[src/rtl/obj_affine_param_fetch.sv]
// OBJ affine parameter fetch: caches one PA/PB/PC/PD group and refills it from OAM with four
// pipelined halfword reads whose returns are matched by a latency-deep tag shift register.
module obj_affine_param_fetch #(
  parameter int unsigned OAM_LAT = 1
) (
  input  logic        clock,
  input  logic        rst_n,
  input  logic        req_valid,
  output logic        req_ready,
  input  logic [4:0]  req_group,
  input  logic        flush,
  output logic        oam_re,
  output logic [8:0]  oam_addr,
  input  logic [15:0] oam_rdata,
  output logic [15:0] pa,
  output logic [15:0] pb,
  output logic [15:0] pc,
  output logic [15:0] pd,
  output logic        params_valid
);

  typedef enum logic [0:0] {StIdle, StFetch} state_e;

  state_e             state_q, state_d;
  logic               cache_valid_q, cache_valid_d;
  logic [4:0]         cached_group_q, cached_group_d;
  logic               params_valid_q, params_valid_d;
  logic [2:0]         issue_cnt_q, issue_cnt_d;
  logic [1:0]         capture_cnt_q, capture_cnt_d;
  logic [OAM_LAT-1:0] pend_q, pend_d;
  logic [15:0]        pa_q, pa_d, pb_q, pb_d, pc_q, pc_d, pd_q, pd_d;

  logic accept, hit, capture;

  always_ff @(posedge clock) begin
    if (!rst_n) begin
      state_q <= StIdle;
    end else begin
      state_q <= state_d;
    end
  end

  always_ff @(posedge clock) begin
    if (!rst_n) begin
      cache_valid_q  <= 1'b0;
      cached_group_q <= 5'd0;
      params_valid_q <= 1'b0;
      issue_cnt_q    <= 3'd0;
      capture_cnt_q  <= 2'd0;
      pend_q         <= '0;
      pa_q           <= 16'h0100;
      pb_q           <= 16'h0000;
      pc_q           <= 16'h0000;
      pd_q           <= 16'h0100;
    end else begin
      cache_valid_q  <= cache_valid_d;
      cached_group_q <= cached_group_d;
      params_valid_q <= params_valid_d;
      issue_cnt_q    <= issue_cnt_d;
      capture_cnt_q  <= capture_cnt_d;
      pend_q         <= pend_d;
      pa_q           <= pa_d;
      pb_q           <= pb_d;
      pc_q           <= pc_d;
      pd_q           <= pd_d;
    end
  end

  assign accept  = req_valid && (state_q == StIdle);
  assign hit     = cache_valid_q && (req_group == cached_group_q) && !flush;
  // A flush cycle never captures: whatever returns then belongs to the abandoned pass.
  assign capture = (state_q == StFetch) && pend_q[OAM_LAT-1] && !flush;

  always_comb begin
    state_d        = state_q;
    cache_valid_d  = cache_valid_q;
    cached_group_d = cached_group_q;
    params_valid_d = params_valid_q;
    issue_cnt_d    = issue_cnt_q;
    capture_cnt_d  = capture_cnt_q;
    pend_d         = flush ? '0 : OAM_LAT'({pend_q, oam_re});
    pa_d           = pa_q;
    pb_d           = pb_q;
    pc_d           = pc_q;
    pd_d           = pd_q;
    unique case (state_q)
      StIdle: begin
        if (accept && hit) begin
          params_valid_d = 1'b1;
        end else if (accept) begin
          cached_group_d = req_group;
          cache_valid_d  = 1'b0;
          params_valid_d = 1'b0;
          issue_cnt_d    = 3'd0;
          capture_cnt_d  = 2'd0;
          state_d        = StFetch;
        end else if (flush) begin
          cache_valid_d  = 1'b0;
          params_valid_d = 1'b0;
        end
      end
      StFetch: begin
        if (flush) begin
          issue_cnt_d   = 3'd0;
          capture_cnt_d = 2'd0;
        end else begin
          if (oam_re) issue_cnt_d = issue_cnt_q + 3'd1;
          if (capture) begin
            capture_cnt_d = capture_cnt_q + 2'd1;
            unique case (capture_cnt_q)
              2'd0: pa_d = oam_rdata;
              2'd1: pb_d = oam_rdata;
              2'd2: pc_d = oam_rdata;
              2'd3: begin
                pd_d           = oam_rdata;
                state_d        = StIdle;
                cache_valid_d  = 1'b1;
                params_valid_d = 1'b1;
              end
              default: ;
            endcase
          end
        end
      end
      default: state_d = StIdle;
    endcase
  end

  always_comb begin
    req_ready = (state_q == StIdle);
    oam_re    = (state_q == StFetch) && !issue_cnt_q[2];
    oam_addr  = oam_re ? {cached_group_q, issue_cnt_q[1:0], 2'b11} : 9'd0;
  end

  assign pa           = pa_q;
  assign pb           = pb_q;
  assign pc           = pc_q;
  assign pd           = pd_q;
  assign params_valid = params_valid_q;

endmodule

[config.mk]
export PLATFORM = sky130hd
export DESIGN_NAME = obj_affine_param_fetch
export DESIGN_NICKNAME = d
export VERILOG_FILES = /design/src/rtl/obj_affine_param_fetch.sv
export SDC_FILE = /design/constraint.sdc
export NUM_CORES = 1
export LEC_CHECK = 0
export ABC_AREA = 0
export CORE_MARGIN = 5
export CORE_UTILIZATION = 35
export DETAILED_ROUTE_END_ITERATION = 12
export SETUP_SLACK_MARGIN = 0.15
export SLEW_MARGIN = 30
export SYNTH_ARGS = -nofsm -noshare
export SYNTH_HDL_FRONTEND = slang
export SYNTH_SLANG_ARGS = --single-unit
[constraint.sdc]
create_clock -name clock -period 1.3 [get_ports clock]
set_input_delay 0.325 -clock clock [delete_from_list [all_inputs] [get_ports clock]]
set_output_delay 0.325 -clock clock [all_outputs]
set_load 0.01 [all_outputs]
==> results.txt <==
The number of different library cells used by synthesis comes to 38. The starting density of the core came out at 0.360. The via count of the first global-routing pass was 3,006.

The worst min-delay path startpoint is rst_n. The worst vdd rail ir drop came out at slightly below 0.5 mV. The share of post-route cells with drive strength above 1 is 0.468. The end-of-flow core utilization came out at 0.580. The aggregate routed wire length is 9.95 mm.

The upper clock frequency limit is around 650 MHz. The biggest area contributor in the post-synthesis netlist is dfxtp_1. The number of primary I/O pins is between 100 and 150. The die extent in y came out at ~110 microns.

For this design the static power due to leakage is ~2.1 nW. The area growth from synthesis to layout is 61.1%. Once layout is complete, the cells apart from fillers number 659. The H-tree was split into 3 levels. The final hold violation count is 0.

The critical path launch point type is a flop. The number of antenna violations at the first check in global routing came to 0. The count of flip-flops with a built-in enable after synthesis is 0. TritonCTS built the clock tree. The mean instance size in the synthesized netlist came out at about 8.7 sq um. The area of the die is approximately 12,000 sq um. The switching share of total power is 0.250. The hold buffer count at cts came out at 0. The number of DRC violations after detailed routing came out at 0. The residual antenna-violating net count after detailed routing is 0.

The HPWL after detailed placement is 6.73 mm. The congestion estimate from routability-driven global placement came to between 0.7 and 0.8. From left edge to right edge, the die measures about 110 microns. The total number of nets in the final design is around 560. Ranked by total cell area, the synthesized netlist is headed by dfxtp_1, nand2_1, a21boi_1, a21boi_0, buf_6. The max-cap violation count is 0.

The power per cell area came out at between 800 and 900 nW/um^2. The cell internal power dissipation came out at 3.61 mW. The area share of the largest cell type after synthesis came out at 0.470.

The setup path with the least slack is of type reg2out. After layout, the minimum clock period comes to 1.54 ns. The headroom to the max-slew limit came out at 0.792. The routed layout has between 3,000 and 4,000 vias. The share of flip-flops with an asynchronous set or reset after synthesis came out at 0. STA classifies the critical path endpoint as a primary output. The path category of the worst min-delay check is in2reg. The most used flip-flop cell after synthesis is dfxtp_1. The final number of max-transition violations is 0. The fraction of power consumed by sequential logic is 0.506. The origin of the worst setup path is state_q$_SDFF_PN0_. The maximum number of pins on one net before global-route repair is just under 60. The startpoint identified for the worst register-to-register timing path is state_q$_SDFF_PN0_. The smallest setup slack after layout is -0.237 ns. The number of input and output port buffers inserted came out at 100.

The number of design-rule violations left by the first detailed-router iteration is about 130. The count of state elements after synthesis is between 70 and 80. The total standard cell area after synthesis is between 3000 and 4000 sq um. The clock-pin slew on the worst setup and hold paths came out at roughly 0.090 ns. The flow ran to the end, but the final reports show violations.

The count of mapped cells out of synthesis is 383. The number of buffers created by CTS came out at 9. The required time of the critical path came out at 0.98 ns.

For the worst-skew pair, the clock arrives at the later sink with an insertion delay of about 0.36 ns. The pre-CTS setup slack came out at -0.636 ns. The number of synthesis warnings came out at 0. The floorplan has 35 rows. The length of the first detailed-routing pass in iterations is 4. The tree is rooted in a clkbuf_8. After global routing the overflow that remains totals 0. The transition time at the pin with the least slew margin is slightly above 0.3 ns. The number of sinks handled by clock tree synthesis came out at about 80. The maximum fanout encountered on the critical timing path is 4. The final reports fail on setup timing. The final worst clock skew is about 0.011 ns. In this run, placement finished with an instance count of roughly 620. For the worst setup path, the data arrival time is ~1.2 ns. The number of vias per cell came out at between 4 and 5. The worst hold slack is approximately 0.42 ns.

The clock passes through at most 2 buffers. Across every metal layer, demand over resource in global routing totals 0.171. The number of antenna diodes in the final layout is 0.

When the netlist entered floorplanning its net count stood at between 400 and 500. The net switching component of the power came out at about 1.2 mW. The share of synthesized area occupied by flip-flops and latches is 0.470. Setup repair after global routing could not meet its margin everywhere. The area of the core is roughly 9000 sq um.

The count of final setup violators is 78. The first global-routing pass estimated ~16 mm of wire. The final clock period utilization by the worst path is 1.18. The part of the total power dissipated in the clock network is 0.381. The post-detailed-route wirelength per cell came out at between 15 and 20 microns. The power share of the combinational group is 0.113.
## kinds of logic after synthesis
kind of cell / Yosys count / share of synthesized area
compound gates: 79 / 0.176
xor+xnor: 5 / 0.0132
fa+ha+maj: 5 / 0.0188
buf+inv: 29 / 0.0572
flops: 78 / 0.470
mux: 4 / 0.0120
simple gates: 183 / 0.254
## flip-flops by register name (all words and copies together), names as in the netlist, 2 cells and up
name and flops:
pa 16, capture_cnt_q 2, pb 16, issue_cnt_q 3, cached_group_q 5, pc 16
pd 16
## layout make-up
type,instances,area (sq um)
Sequential cell,78,1650
Inverter,3,13.8
Timing Repair Buffer,152,1580
Multi-Input combinational cell,281,1750
Fill cell,836,3880
Clock buffer,10,128
Clock inverter,6,70.1
Tap cell,129,161
## worst max-delay path, stage by stage, from the launching register on
cell	delay, ns
dfxtp_4	0.37
inv_4	0.05
nor2_4	0.11
buf_6	0.11
and2_4	0.12
buf_6	0.09
## final timing paths
check | cells after the start | to | slack [ns]
worst max register to register | 6 | params_valid$_SDFFE_PN0P_ | -0.19
worst max-delay path | 5 | oam_addr[2] | -0.24
worst min-delay path | 3 | pa[8]$_SDFFE_PN1P_ | 0.42
worst min register to register | 2 | pc[11]$_SDFFE_PN0P_ | 0.46
## cells in the mapped netlist (2+ instances only)
master and number:
nand2_4 2, o21ai_0 2, a21boi_1 38, and2_4 2, nor2b_1 7, xor2_1 5
ha_1 5, nand2b_1 2, nor2_1 2, buf_6 9, buf_4 2, nand2_2 2
nand3b_1 4, dfxtp_1 78, mux2i_1 4, nand3_1 7, clkbuf_1 10, nand2_1 134
a21oi_1 5, inv_1 3, and2_1 9, o211ai_1 2, a21boi_0 26, buf_2 5
nand4_1 5
## metrics by stage
stage	power (mW)	area [sq um]	TNS, ns
after global routing	5.02	5360	-15.47
after floorplan	2.70	3370	0
after global placement	2.95	4620	-38.83
final	4.82	5360	-10.47
after CTS	4.84	5080	-9.88
after detailed placement	2.95	4620	-39.20
## what timing repair did
item                                   4_1_cts  5_1_grt
endpoints found under the hold margin        0        0
buffers inserted                             7       10
pin swaps                                   12       10
setup endpoints to repair                  153      150
gates resized for setup                    477       36
cloned                                       6        2
## power groups by stage
stage / Clock [mW] / Sequential (mW) / Combinational [mW]
after floorplan: 0 / 2.49 / 0.205
after global placement: 0 / 2.49 / 0.457
after detailed placement: 0 / 2.49 / 0.459
after CTS: 1.88 / 2.44 / 0.517
after global routing: 1.99 / 2.44 / 0.583
final: 1.84 / 2.44 / 0.545
## cells in the final DEF, fill, tap and decap left out, types with 3 or more instances in the layout
cell type	instances
and2_4	11
ha_1	4
buf_12	3
a21oi_1	4
dlygate4sd2_1	3
a21boi_0	8
mux2i_1	4
nand3_1	7
buf_2	6
nor2b_1	6
and2_1	4
clkinvlp_4	3
nor2_4	3
nand4_1	5
nand2_1	133
clkdlybuf4s50_1	20
dfxtp_1	8
buf_4	31
xor2_2	3
clkbuf_8	9
dfxtp_2	68
buf_6	87
nand3b_1	4
a21boi_1	54
## metal layers
metal | global-route usage | vias up | routed length (microns)
met4 | 0.0397 | 0 | 70
met5 | 0 | - | 0
li1 | - | 1550 | -
met2 | 0.298 | 83 | 5010
met1 | 0.209 | 1477 | 4350
met3 | 0.0468 | 6 | 525
Note: power is estimated with default switching activity, not from simulation.
